**src/rtl/sync_fifo.sv**
```systemverilog
// Single-clock FIFO: DEPTH x DATA_WIDTH storage with wrap-flag pointers and a registered read port.
// Latency: one clock from an accepted read to valid data_out; flags are combinational from the pointers.
// Backpressure: writes are dropped while full and reads while empty; callers watch full/empty.
//
// Ports:
//   clk      - single clock, all state updates on its rising edge
//   reset    - synchronous, active-high; clears pointers and data_out (memory is left as is)
//   wr_en    - write request, accepted when full is low
//   data_in  - write data
//   rd_en    - read request, accepted when empty is low
//   data_out - registered read data, holds its value when no read is accepted
//   full     - DEPTH entries stored
//   empty    - no entries stored
module sync_fifo #(
  parameter int DATA_WIDTH = 8,
  parameter int DEPTH      = 16,
  parameter int ADDR_WIDTH = 4
) (
  input  logic                  clk,
  input  logic                  reset,
  input  logic                  wr_en,
  input  logic                  rd_en,
  input  logic [DATA_WIDTH-1:0] data_in,
  output logic [DATA_WIDTH-1:0] data_out,
  output logic                  full,
  output logic                  empty
);

  // Storage; deliberately has no reset so a reset only discards entries logically.
  logic [DATA_WIDTH-1:0] mem [DEPTH];

  // One extra MSB on each pointer distinguishes full from empty when the
  // address bits match.
  logic [ADDR_WIDTH:0] wr_ptr;
  logic [ADDR_WIDTH:0] rd_ptr;

  logic [ADDR_WIDTH-1:0] wr_addr;
  logic [ADDR_WIDTH-1:0] rd_addr;

  logic wr_fire;
  logic rd_fire;

  assign wr_addr = wr_ptr[ADDR_WIDTH-1:0];
  assign rd_addr = rd_ptr[ADDR_WIDTH-1:0];

  assign empty = (wr_ptr == rd_ptr);
  assign full  = (wr_ptr[ADDR_WIDTH] != rd_ptr[ADDR_WIDTH]) &&
                 (wr_addr == rd_addr);

  // Acceptance uses the flags as they stand before the edge. Read and write
  // with both flags low update together; when full only the read fires, when
  // empty only the write fires, so the read never sees a same-edge write.
  assign wr_fire = wr_en && !full;
  assign rd_fire = rd_en && !empty;

  // Memory write is gated by reset so reset wins over a concurrent write.
  always_ff @(posedge clk) begin
    if (!reset && wr_fire) begin
      mem[wr_addr] <= data_in;
    end
  end

  always_ff @(posedge clk) begin
    if (reset) begin
      wr_ptr   <= '0;
      rd_ptr   <= '0;
      data_out <= '0;
    end else begin
      if (wr_fire) begin
        wr_ptr <= wr_ptr + 1'b1;
      end
      if (rd_fire) begin
        rd_ptr   <= rd_ptr + 1'b1;
        data_out <= mem[rd_addr];
      end
    end
  end

`ifndef SYNTHESIS
  // Occupancy is the modulo-2*DEPTH pointer difference and can never exceed DEPTH.
  logic [ADDR_WIDTH:0] occupancy;
  assign occupancy = wr_ptr - rd_ptr;

  a_flags_exclusive: assert property (@(posedge clk) disable iff (reset)
    !(full && empty));

  a_occupancy_bound: assert property (@(posedge clk) disable iff (reset)
    occupancy <= (ADDR_WIDTH+1)'(DEPTH));

  a_full_blocks_write: assert property (@(posedge clk) disable iff (reset)
    (full && wr_en && !rd_en) |=> $stable(wr_ptr));

  a_empty_blocks_read: assert property (@(posedge clk) disable iff (reset)
    (empty && rd_en) |=> ($stable(rd_ptr) && $stable(data_out)));
`endif

endmodule

```
**config.mk**
```make
export PLATFORM = sky130hd
export DESIGN_NAME = sync_fifo
export DESIGN_NICKNAME = d
export VERILOG_FILES = /design/src/rtl/sync_fifo.sv
export SDC_FILE = /design/constraint.sdc
export NUM_CORES = 1
export LEC_CHECK = 0
export BUFFER_PORTS_ARGS = -buffer_cell sky130_fd_sc_hd__buf_2
export CAP_MARGIN = 10
export CORE_MARGIN = 4
export CORE_UTILIZATION = 55
export CTS_CLUSTER_SIZE = 14
export DETAILED_ROUTE_END_ITERATION = 8
export PLACE_DENSITY = 0.74
export RECOVER_POWER = 25
export SKIP_LAST_GASP = 1
export SLEW_MARGIN = 20
export SYNTH_ARGS = -nofsm -noshare
export SYNTH_HDL_FRONTEND = slang
export SYNTH_SLANG_ARGS = --single-unit
```
**constraint.sdc**
```tcl
create_clock -name clk -period 4.62 [get_ports clk]
set_input_delay 0.462 -clock clk [delete_from_list [all_inputs] [get_ports clk]]
set_output_delay 0.462 -clock clk [all_outputs]
set_load 0.05 [all_outputs]
```
# Word level (Yosys, flattened, before mapping)
# Memories as Yosys holds them, arrays and structs flattened. A register that Yosys moved wholly into a read port is not among the register bits.
# Index checks and enable logic that the tools add are counted.
[word_totals]
register_bits = 10
latchBits = 0
mem_bits_rw = 128
romBits = 0
input_bits = 12
output_inout_bits = 10
word_cells = 17
n_memories = 1
[op_classes]
addsub = 2
multipliers = 0
div_mod_pow = 0
magnitude_cmp = 0
eq_ne = 3
shift = 0
n_mux = 2
n_bitwise = 0
reduce_logical = 7
[memory_table]
columns = ["name", "words", "word_bits", "rd", "rd_clocked_by_memory_dff", "wr", "line_no", "rtl"]
rows = [
  ["mem", 16, 8, 1, 1, 1, "30", "logic [DATA_WIDTH-1:0] mem [DEPTH];"],
]
[ops]
columns = ["cell", "n"]
rows = [
  ["$add A5 B1 Y5 const B", 2],
  ["$eq A5 B5 Y1", 1],
  ["$eq A4 B4 Y1", 1],
  ["$logic_and A1 B1 Y1", 4],
  ["$logic_not A1 Y1", 3],
  ["$mux W1", 2],
  ["$ne A1 B1 Y1", 1],
]

# Longest topological paths before layout
# Gate-level depths: netlist of the first run.
[logic_depth]
word_depth = 7
mapped_depth = 8
mapped_depth_nobuf = 5

# Worst setup path before layout of the first run
# OpenSTA, ideal clock, no wires.
[synth_path]
kind = "register to register"
from = "reg rd_ptr[2]"
to = "mem mem[1][0] (enable)"
setup_time_ps = 395
arrival_ps = 2088
required_ps = 4225
slack_ps = 2137
stages_incl_launch_ff = 8
path_buffers = 3
period_less_slack_ps = 2483
cell_sequence = "dfxtp_1 -> buf_2 -> xnor2_1 -> nand4_2 -> o21ai_0 -> buf_2 -> buf_2 -> nor4_1"
[synth_between]
elab_chain_len = 7
[synth_rtl]
columns = ["element", "line_no", "rtl"]
rows = [
  ["from (decl)", "35", "logic [ADDR_WIDTH:0] rd_ptr;"],
  ["from (signal assigned)", "73", "rd_ptr <= rd_ptr + 1'b1;"],
  ["$eq A4 B4 Y1", "48", "(wr_addr == rd_addr);"],
  ["$logic_and A1 B1 Y1", "47", "assign full = (wr_ptr[ADDR_WIDTH] != rd_ptr[ADDR_WIDTH]) &&"],
  ["$logic_not A1 Y1", "53", "assign wr_fire = wr_en && !full;"],
  ["$logic_and A1 B1 Y1", "53", ""],
  ["$logic_and A1 B1 Y1", "58", "if (!reset && wr_fire) begin"],
  ["$mux W1", "58", ""],
  ["$mux W1 (implied by the code)", "59", "mem[wr_addr] <= data_in;"],
  ["to (decl)", "30", ""],
]
# No other way between the ends.

# Worst setup path in the final report of the first run
[layout_path]
from = "reg wr_ptr[2]"
to = "mem mem[6][5] (enable)"
[layout_between]
elab_chain_len = 7
[layout_rtl]
columns = ["element", "line_no", "rtl"]
rows = [
  ["from (decl)", "34", "logic [ADDR_WIDTH:0] wr_ptr;"],
  ["from (signal assigned)", "70", "wr_ptr <= wr_ptr + 1'b1;"],
  ["$eq A4 B4 Y1", "48", ""],
  ["$logic_and A1 B1 Y1", "47", ""],
  ["$logic_not A1 Y1", "53", ""],
  ["$logic_and A1 B1 Y1", "53", ""],
  ["$logic_and A1 B1 Y1", "58", ""],
  ["$mux W1", "58", ""],
  ["$mux W1 (implied by the code)", "59", ""],
]
# Parallel ways exist; a longest one is shown, timed or not.

==> metrics.txt, run 1 <==
status=complete, no violations; Mapped Nets=346; layout cells sized above 1=22.6%; Period minus WS final=2960 ps; Setup TNS=0 ps; Worst Skew=7.82 ps; die area=12,500 µm²; clock power share=42.1%; vias after detailed routing=3,076; async set-reset flop share out of synthesis=0%; highest clock rate=338 MHz; worst hold path class=primary input to flop; Critical Path Slowest Stage Cell=nor4b_2; Clock Latency Late Sink=520 ps; antenna-violating nets left=0; peak supply drop=275 µV; synthesized netlist cell count=329; cell area after placement=6220 µm²; ANT cells=0; TritonCTS clock tree=yes; Setup-failing EPs final=0; CP Data Required Time=4760 ps; Detailed Route Iter0 Violations=240; initial core utilization=57.1%; critical path arrival=3100 ps; CP Max Fanout=17; Yosys Warn Count=0; register clock-pin slew on the reported worst setup and hold paths=60 ps; First-pass DRT Iterations=5; worst reg2reg startpoint=wr_ptr[2]; Clock Path Buffers=2; Reg power frac=46.5%; Rows=37; startpoint types=flop; EDFF count, synth=128; post-DP HPWL=7.48 mm; unrepaired setup endpoints after global routing=no; hold depth=2; register area share after synthesis=70.6%; critical path class=flop to flop; DR WL/cell=22.9 µm; FF-to-FF setup slack=1660 ps; ranking of synthesized cells by area=edfxtp_1 (65%), mux4_1 (10%), dfxtp_1 (6.1%); first-pass GRT wire length=18.0 mm; Reg2Reg Depth=5; Logic pwr share=11.3%; Die H=112 µm; grt total ovfl=0; Die Wd=112 µm; worst-margin pin slew=965 ps; largest net degree at the start of global routing=44; slew margin rel.=35.5%; total leakage power=2.16 nW; Ports=22; clk root buf=clkbuf_8; slowest stage delay, CP=790 ps; RePlAce Congestion=0.792; fin nets=375; total clock sinks=146; mapped cell area=5950 µm²; Unique masters post-synth=34; synthesized flop and latch total=146; Num CTS Buffers=17; Cell Pwr Density=466 nW/µm²; final instance area=6820 µm²; Hold Vio Cnt, Final=0; final period utilization=64.1%; total track usage=19.6%; total power=3.18 mW; crit-path cells=xnor2_1 > nand4_2 > o21ai_1 > buf_4 > nor4b_2; Worst R2R End=mem[6][5]; max-slew violation count=0; mean post-synth cell area=18.1 µm²; CORE AREA=10,400 µm²; post-CTS sizing=0; Hold Buf Count CTS=0; worst hold endpoint=rd_ptr[2]; Most used DFF post-synth=edfxtp_1; vias per cell=6.07; area leader, netlist=edfxtp_1; post-CTS setup buffers=0; top cell type's share of synthesized area=64.6%; Worst setup EP type=flop; Sw Ratio=24.3%; hold_sp=reset; port buffer count=21; internal power=2.41 mW; max_cap viols=0; antenna violations before repair=0; Routed WL=11.6 mm; DR DRC count=0; vias in the first global route=3,058; H-Tree Depth=4; Synth-to-Final Area Change=14.6%; Sw Pwr=0.772 mW
-- worst max-delay path: cells and delay by family (launching register included) --
kind | cells | cell delay, ps
compound gates | 1 | 290
flops | 1 | 760
xor+xnor | 1 | 170
simple gates | 2 | 1030
buf+inv | 1 | 310
-- cell usage in the layout, fill, tap and decap left out, types with 2 or more instances in the layout --
| master | count |
|---|---|
| mux2i_1 | 9 |
| xor2_1 | 6 |
| nor4_2 | 4 |
| nand2b_1 | 5 |
| mux2_2 | 16 |
| clkinvlp_4 | 7 |
| a211oi_1 | 16 |
| nor4b_2 | 2 |
| nor4_1 | 4 |
| nor3_2 | 4 |
| nor2_1 | 18 |
| a21oi_1 | 2 |
| nor4b_1 | 2 |
| o22ai_1 | 8 |
| o21ai_0 | 2 |
| dfxtp_1 | 17 |
| ha_1 | 5 |
| buf_2 | 15 |
| inv_1 | 3 |
| o211ai_1 | 3 |
| edfxtp_1 | 128 |
| xnor2_1 | 7 |
| nand2_1 | 4 |
| buf_4 | 10 |
| bufinv_16 | 3 |
| mux4_1 | 23 |
| nor3_1 | 8 |
| clkbuf_16 | 16 |
| clkbuf_1 | 9 |
-- area by class of cell --
type                            instances  area (µm²)
Tap cell                              136         170
Inverter                                4        15.0
Clock buffer                           20         425
Fill cell                             711        3600
Timing Repair Buffer                   31         173
Sequential cell                       146        4210
Multi-Input combinational cell        158        1670
Clock inverter                         12         160
-- metal layers --
layer	global-route usage [%]	part of all wire, %
met5	0	0
met4	6.97	1.8
met3	4.26	5.9
met2	30.3	48
met1	28.1	44
-- power by group through the flow --
stage | Clock, mW | Combinational, mW | Sequential, mW
final | 1.34 | 0.360 | 1.48
after global routing | 1.42 | 0.388 | 1.48
after CTS | 1.35 | 0.362 | 1.48
after detailed placement | 0 | 0.360 | 1.51
after global placement | 0 | 0.351 | 1.50
after floorplan | 0 | 0.204 | 1.56
-- sequential cells by signal (all words and copies together) (netlist names) --
| name | cells |
|---|---|
| rd_ptr | 5 |
| mem | 128 |
| wr_ptr | 5 |
| data_out | 8 |
-- cells by family after synthesis --
family	count (synthesis)	synth area share, %
simple gates	56	5.00
mux	49	15.1
fa+ha+maj	5	1.05
compound gates	35	4.08
buf+inv	25	2.23
xor+xnor	13	1.91
flops	146	70.6
-- Yosys cell counts, types with 7 or more instances --
cell type and number:
buf_2 10, nor2_1 18, clkbuf_1 7, mux4_1 23, nor3_1 12, a211oi_1 16, mux2_2 16, edfxtp_1 128
mux2i_1 9, xnor2_1 7, nor4_1 8, dfxtp_1 18, o22ai_1 8
-- metrics by stage --
step / setup WS [ps] / std cells / hold WS (ps) / util [%]
after floorplan: 2140 / 329 / 538 / -
after global placement: 1720 / 475 / 477 / 59.7
after detailed placement: 1580 / 475 / 481 / 59.7
after CTS: 1530 / 507 / 323 / 65.4
after global routing: 1470 / 507 / 354 / 65.5
final: 1660 / 507 / 347 / 65.5
-- how the worst max path moves through the flow --
stage	start	to
floorplan	rd_ptr[2]	mem[1][0]
global placement	wr_ptr[2]	mem[14][2]
detailed placement	wr_ptr[2]	mem[15][3]
CTS	wr_ptr[2]	mem[14][6]
global route	wr_ptr[2]	mem[6][5]
finish	wr_ptr[2]	mem[6][5]
Note: power is estimated with default switching activity, not from simulation.
==> run 2: changes to the inputs <==
clock period = 3.1 ns   (was 4.62 ns; I/O delays follow)
==> metrics.txt, run 2 (synthesis gave the netlist of run 1 again) <==
status=complete, no violations; slew margin rel.=48.9%; Die Wd=112 µm; Clock Latency Late Sink=520 ps; origin of the worst setup path=rd_ptr[2]; CP most frequent cell=a211oi_1; clk root buf=clkbuf_8; Cell Pwr Density=686 nW/µm²; total clock sinks=146; largest registers=mem x128, data_out x8; Place WS=666 ps; most frequent cells in the layout=edfxtp_1 (128), mux4_1 (23), buf_4 (20); Crit path max-delay family=compound AO/OA/AOI/OAI gates; CP Data Required Time=3500 ps; vias in the first global route=3,097; met3 wire length=520 µm; Rows=37; footprint of the multi-input gates=1680 µm²; Worst Skew=5.08 ps; post-CTS sizing=0; Hold Buf Count CTS=0; port buffer count=21; grt total ovfl=0; Synth-to-Final Area Change=16.0%; DRT met1 WL=5.31 mm; register clock-pin slew on the reported worst setup and hold paths=60 ps; non-filler instance count after layout=517; vias per cell=6.01; fin nets=385; Num CTS Buffers=17; post-CTS setup buffers=0; initial core utilization=57.1%; Reg power frac=46.6%; Worst setup EP type=flop; final period utilization=76.3%; ANT cells=0; Setup-failing EPs final=0; worst setup path end=data_out[6]; DR DRC count=0; RePlAce Congestion=0.782; cell area after placement=6300 µm²; post-DP HPWL=7.25 mm; Largest register FFs=128; antenna violations before repair=0; total track usage=19.8%; antenna-violating nets left=0; startpoint types=flop; hold slack final=192 ps; Filler Cells Inserted=687; Worst R2R End=data_out[6]; worst-margin pin slew=767 ps; layout cells sized above 1=24.1%; TritonCTS clock tree=yes; unrepaired setup endpoints after global routing=no; CORE AREA=10,400 µm²; critical path arrival=2770 ps; Sw Ratio=24.3%; met2 wire length=5.67 mm; clock power share=42.1%; commonest non-fill, non-tap cell in the layout=edfxtp_1; Critical Path Slowest Stage Cell=mux4_2; Util after Layout=66.3%; peak supply drop=363 µV; worst path bufs/invs=1; Setup WS post-layout=735 ps; total power=4.74 mW; max-slew violation count=0; top layer in use=met4; crit-path cells=buf_4 > mux4_2 > o22ai_1 > a211oi_1 > a211oi_1 > nor3_1; worst reg2reg startpoint=rd_ptr[2]; total leakage power=2.23 nW; Clock Path Buffers=2; internal power=3.59 mW; Setup TNS=0 ps; critical path class=flop to flop; Period minus WS final=2370 ps; Placed Cells=485; highest clock rate=423 MHz; DR WL/cell=22.6 µm; max_cap viols=0; Ports=22; Routed WL=11.7 mm; Hold Vio Cnt, Final=0; Reg2Reg Depth=6; Detailed Route Iter0 Violations=254; FF-to-FF setup slack=730 ps; register area=4210 µm²; First-pass DRT Iterations=4; worst hold path class=primary input to flop; H-Tree Depth=4; WP depth=6; first-pass GRT wire length=18.3 mm; largest net degree at the start of global routing=44; final instance area=6910 µm²; vias after detailed routing=3,108; Die H=112 µm; register name with the most flops=mem; Sw Pwr=1.15 mW; die area=12,500 µm²; CP Max Fanout=43; slowest stage delay, CP=600 ps; Logic pwr share=11.4%
==> run 2: cell type report <==
cell class                 count  share of cell area, %
inverter                       4                  0.217
timing repair buffer          41                   3.61
clock inverter                12                   2.28
tap                          136                   2.46
clock buffer                  20                   6.16
sequential                   146                   60.9
multi-input combinational    158                   24.4
==> run 2: how the worst min path moves through the flow <==
stage / cells after the start / slack, ps / to / from
finish: 2 / 190 / wr_ptr[2] / reset
detailed placement: 2 / 480 / data_out[1] / data_out[1]
floorplan: 0 / 410 / mem[0][0] / data_in[0]
global route: 2 / 180 / rd_ptr[2] / reset
CTS: 2 / 160 / rd_ptr[2] / reset
global placement: 2 / 480 / data_out[1] / data_out[1]
==> run 2: metal layers <==
metal | track usage, % | vias to the layer above
met5 | 0 | -
met4 | 7.69 | 0
met3 | 4.10 | 16
met2 | 29.7 | 83
met1 | 29.1 | 1585
li1 | - | 1424
==> run 2: power by group through the flow <==
| stage | Combinational, mW | Sequential, mW | Clock [mW] |
|---|---|---|---|
| finish | 0.539 | 2.21 | 1.99 |
| CTS | 0.543 | 2.20 | 2.03 |
| floorplan | 0.304 | 2.33 | 0 |
| global placement | 0.534 | 2.24 | 0 |
| detailed placement | 0.541 | 2.25 | 0 |
| global route | 0.579 | 2.21 | 2.12 |
==> run 2: worst register-to-register path, delay by kind of cell (launching register included) <==
family / cells / cell delay, ps
buf+inv: 1 / 490
mux: 1 / 630
simple gates: 1 / 90
compound gates: 3 / 690
flops: 1 / 340
==> run 3: changes to the inputs <==
PLACE_DENSITY = 0.77   (was 0.74)
clock period = 2.1 ns   (was 3.1 ns; I/O delays follow)
==> metrics.txt, run 3 (synthesis gave the netlist of run 1 again) <==
status=complete, no violations; Crit path max-delay family=compound AO/OA/AOI/OAI gates; Synth-to-Final Area Change=20.6%; Routed WL=12.9 mm; Critical Path Slowest Stage Cell=mux4_1; Largest register FFs=128; worst hold path class=primary input to flop; antenna violations before repair=0; antenna-violating nets left=0; unrepaired setup endpoints after global routing=yes; worst path bufs/invs=1; vias in the first global route=3,493; first-pass GRT wire length=19.9 mm; Worst Skew=6.13 ps; Filler Cells Inserted=650; largest registers=mem x128, data_out x8; Period minus WS final=2090 ps; Placed Cells=500; commonest non-fill, non-tap cell in the layout=edfxtp_1; post-DP HPWL=7.75 mm; Detailed Route Iter0 Violations=283; fin nets=402; max-slew violation count=0; Hold Vio Cnt, Final=0; crit-path cells=buf_4 > mux4_1 > o22ai_1 > a211oi_1 > a211oi_1 > nor3_1; Die Wd=112 µm; startpoint types=flop; Worst setup EP type=flop; GR peak layer=met2; Util after Layout=68.9%; Die H=112 µm; critical path arrival=2520 ps; post-CTS setup buffers=0; grt total ovfl=0; CORE AREA=10,400 µm²; Num CTS Buffers=17; Rows=37; slew margin rel.=40.1%; register name with the most flops=mem; grt met2 use=34.5%; total track usage=21.7%; initial core utilization=57.1%; CP most frequent cell=a211oi_1; worst-margin pin slew=893 ps; highest clock rate=478 MHz; largest net degree at the start of global routing=44; final instance area=7180 µm²; Setup WS post-layout=8.32 ps; Setup-failing EPs final=0; met1 Track Usage GR=27.0%; Ports=22; non-filler instance count after layout=533; total clock sinks=146; ANT cells=0; most frequent cells in the layout=edfxtp_1 (128), buf_4 (32), mux4_1 (23); layout cells sized above 1=29.5%; Clock Latency Late Sink=540 ps; cell area after placement=6530 µm²; total leakage power=2.35 nW; H-Tree Depth=4; Cell Pwr Density=990 nW/µm²; clk root buf=clkbuf_8; RePlAce Congestion=0.800; CP Max Fanout=9; CP Data Required Time=2530 ps; Clock Path Buffers=2; vias after detailed routing=3,305; First-pass DRT Iterations=5; DR DRC count=0; Place WS=38.9 ps; peak supply drop=807 µV; register clock-pin slew on the reported worst setup and hold paths=60 ps; slowest stage delay, CP=580 ps; TritonCTS clock tree=yes; max_cap viols=0; final period utilization=99.6%; port buffer count=21; vias per cell=6.20; hold slack final=76.8 ps; grt met3 use=7.49%; die area=12,500 µm²; critical path class=flop to flop; DR WL/cell=24.1 µm
[run 3: cell types whose count changed in the layout (fill, tap and decap cells not counted), sizes merged]
| cell | previous run | this run |
|---|---|---|
| clkinv | 6 | 7 |
| inv | 4 | 6 |
| clkinvlp | 3 | 2 |
| dlygate4sd3 | 0 | 1 |
| buf | 36 | 50 |
| clkbuf | 25 | 24 |
[run 3: metrics by stage]
stage	setup TNS [ps]	total power, mW
6_report	0	7.10
5_1_grt	-569	7.34
4_1_cts	0	7.11
3_5_place_dp	0	4.17
3_3_place_gp	0	4.15
2_1_floorplan	-13990	3.89
[run 3: final timing paths]
kind	start	to	slack [ps]	cells past startpoint
worst max register to register	rd_ptr[1]	data_out[3]	8	6
worst max-delay path	rd_ptr[1]	data_out[3]	8	6
worst min register to register	data_out[0]	data_out[0]	500	2
worst min-delay path	data_in[5]	mem[5][5]	80	1
[run 3: power breakdown]
group          leakage, nW  switching, mW  internal (mW)  total, mW
registers             1.30         0.0447           3.22       3.27
clock network        0.282           1.16           1.80       2.95
logic                0.772          0.574          0.309      0.883
[run 3: routing by layer]
metal	wire [µm]	up-vias
met1	5030	1680
met4	259	0
met2	6540	149
li1	-	1454
met3	1030	22
met5	0	-
[run 3: cell type report]
| cell class | instances | area, µm² | share of cell area [%] |
|---|---|---|---|
| timing repair buffer | 58 | 452 | 6.29 |
| clock inverter | 14 | 160 | 2.23 |
| sequential | 146 | 4210 | 58.6 |
| clock buffer | 17 | 414 | 5.77 |
| tap | 136 | 170 | 2.37 |
| multi-input combinational | 158 | 1760 | 24.5 |
| inverter | 4 | 15.0 | 0.209 |
[run 3: repair_timing]
| action | 4_1_cts | 5_1_grt |
|---|---|---|
| gates cloned | 0 | 1 |
| hold endpoints to repair | 4 | 0 |
| resized for setup | 1 | 8 |
| endpoints found under the setup margin | 1 | 54 |
| hold buffers | 1 | 0 |
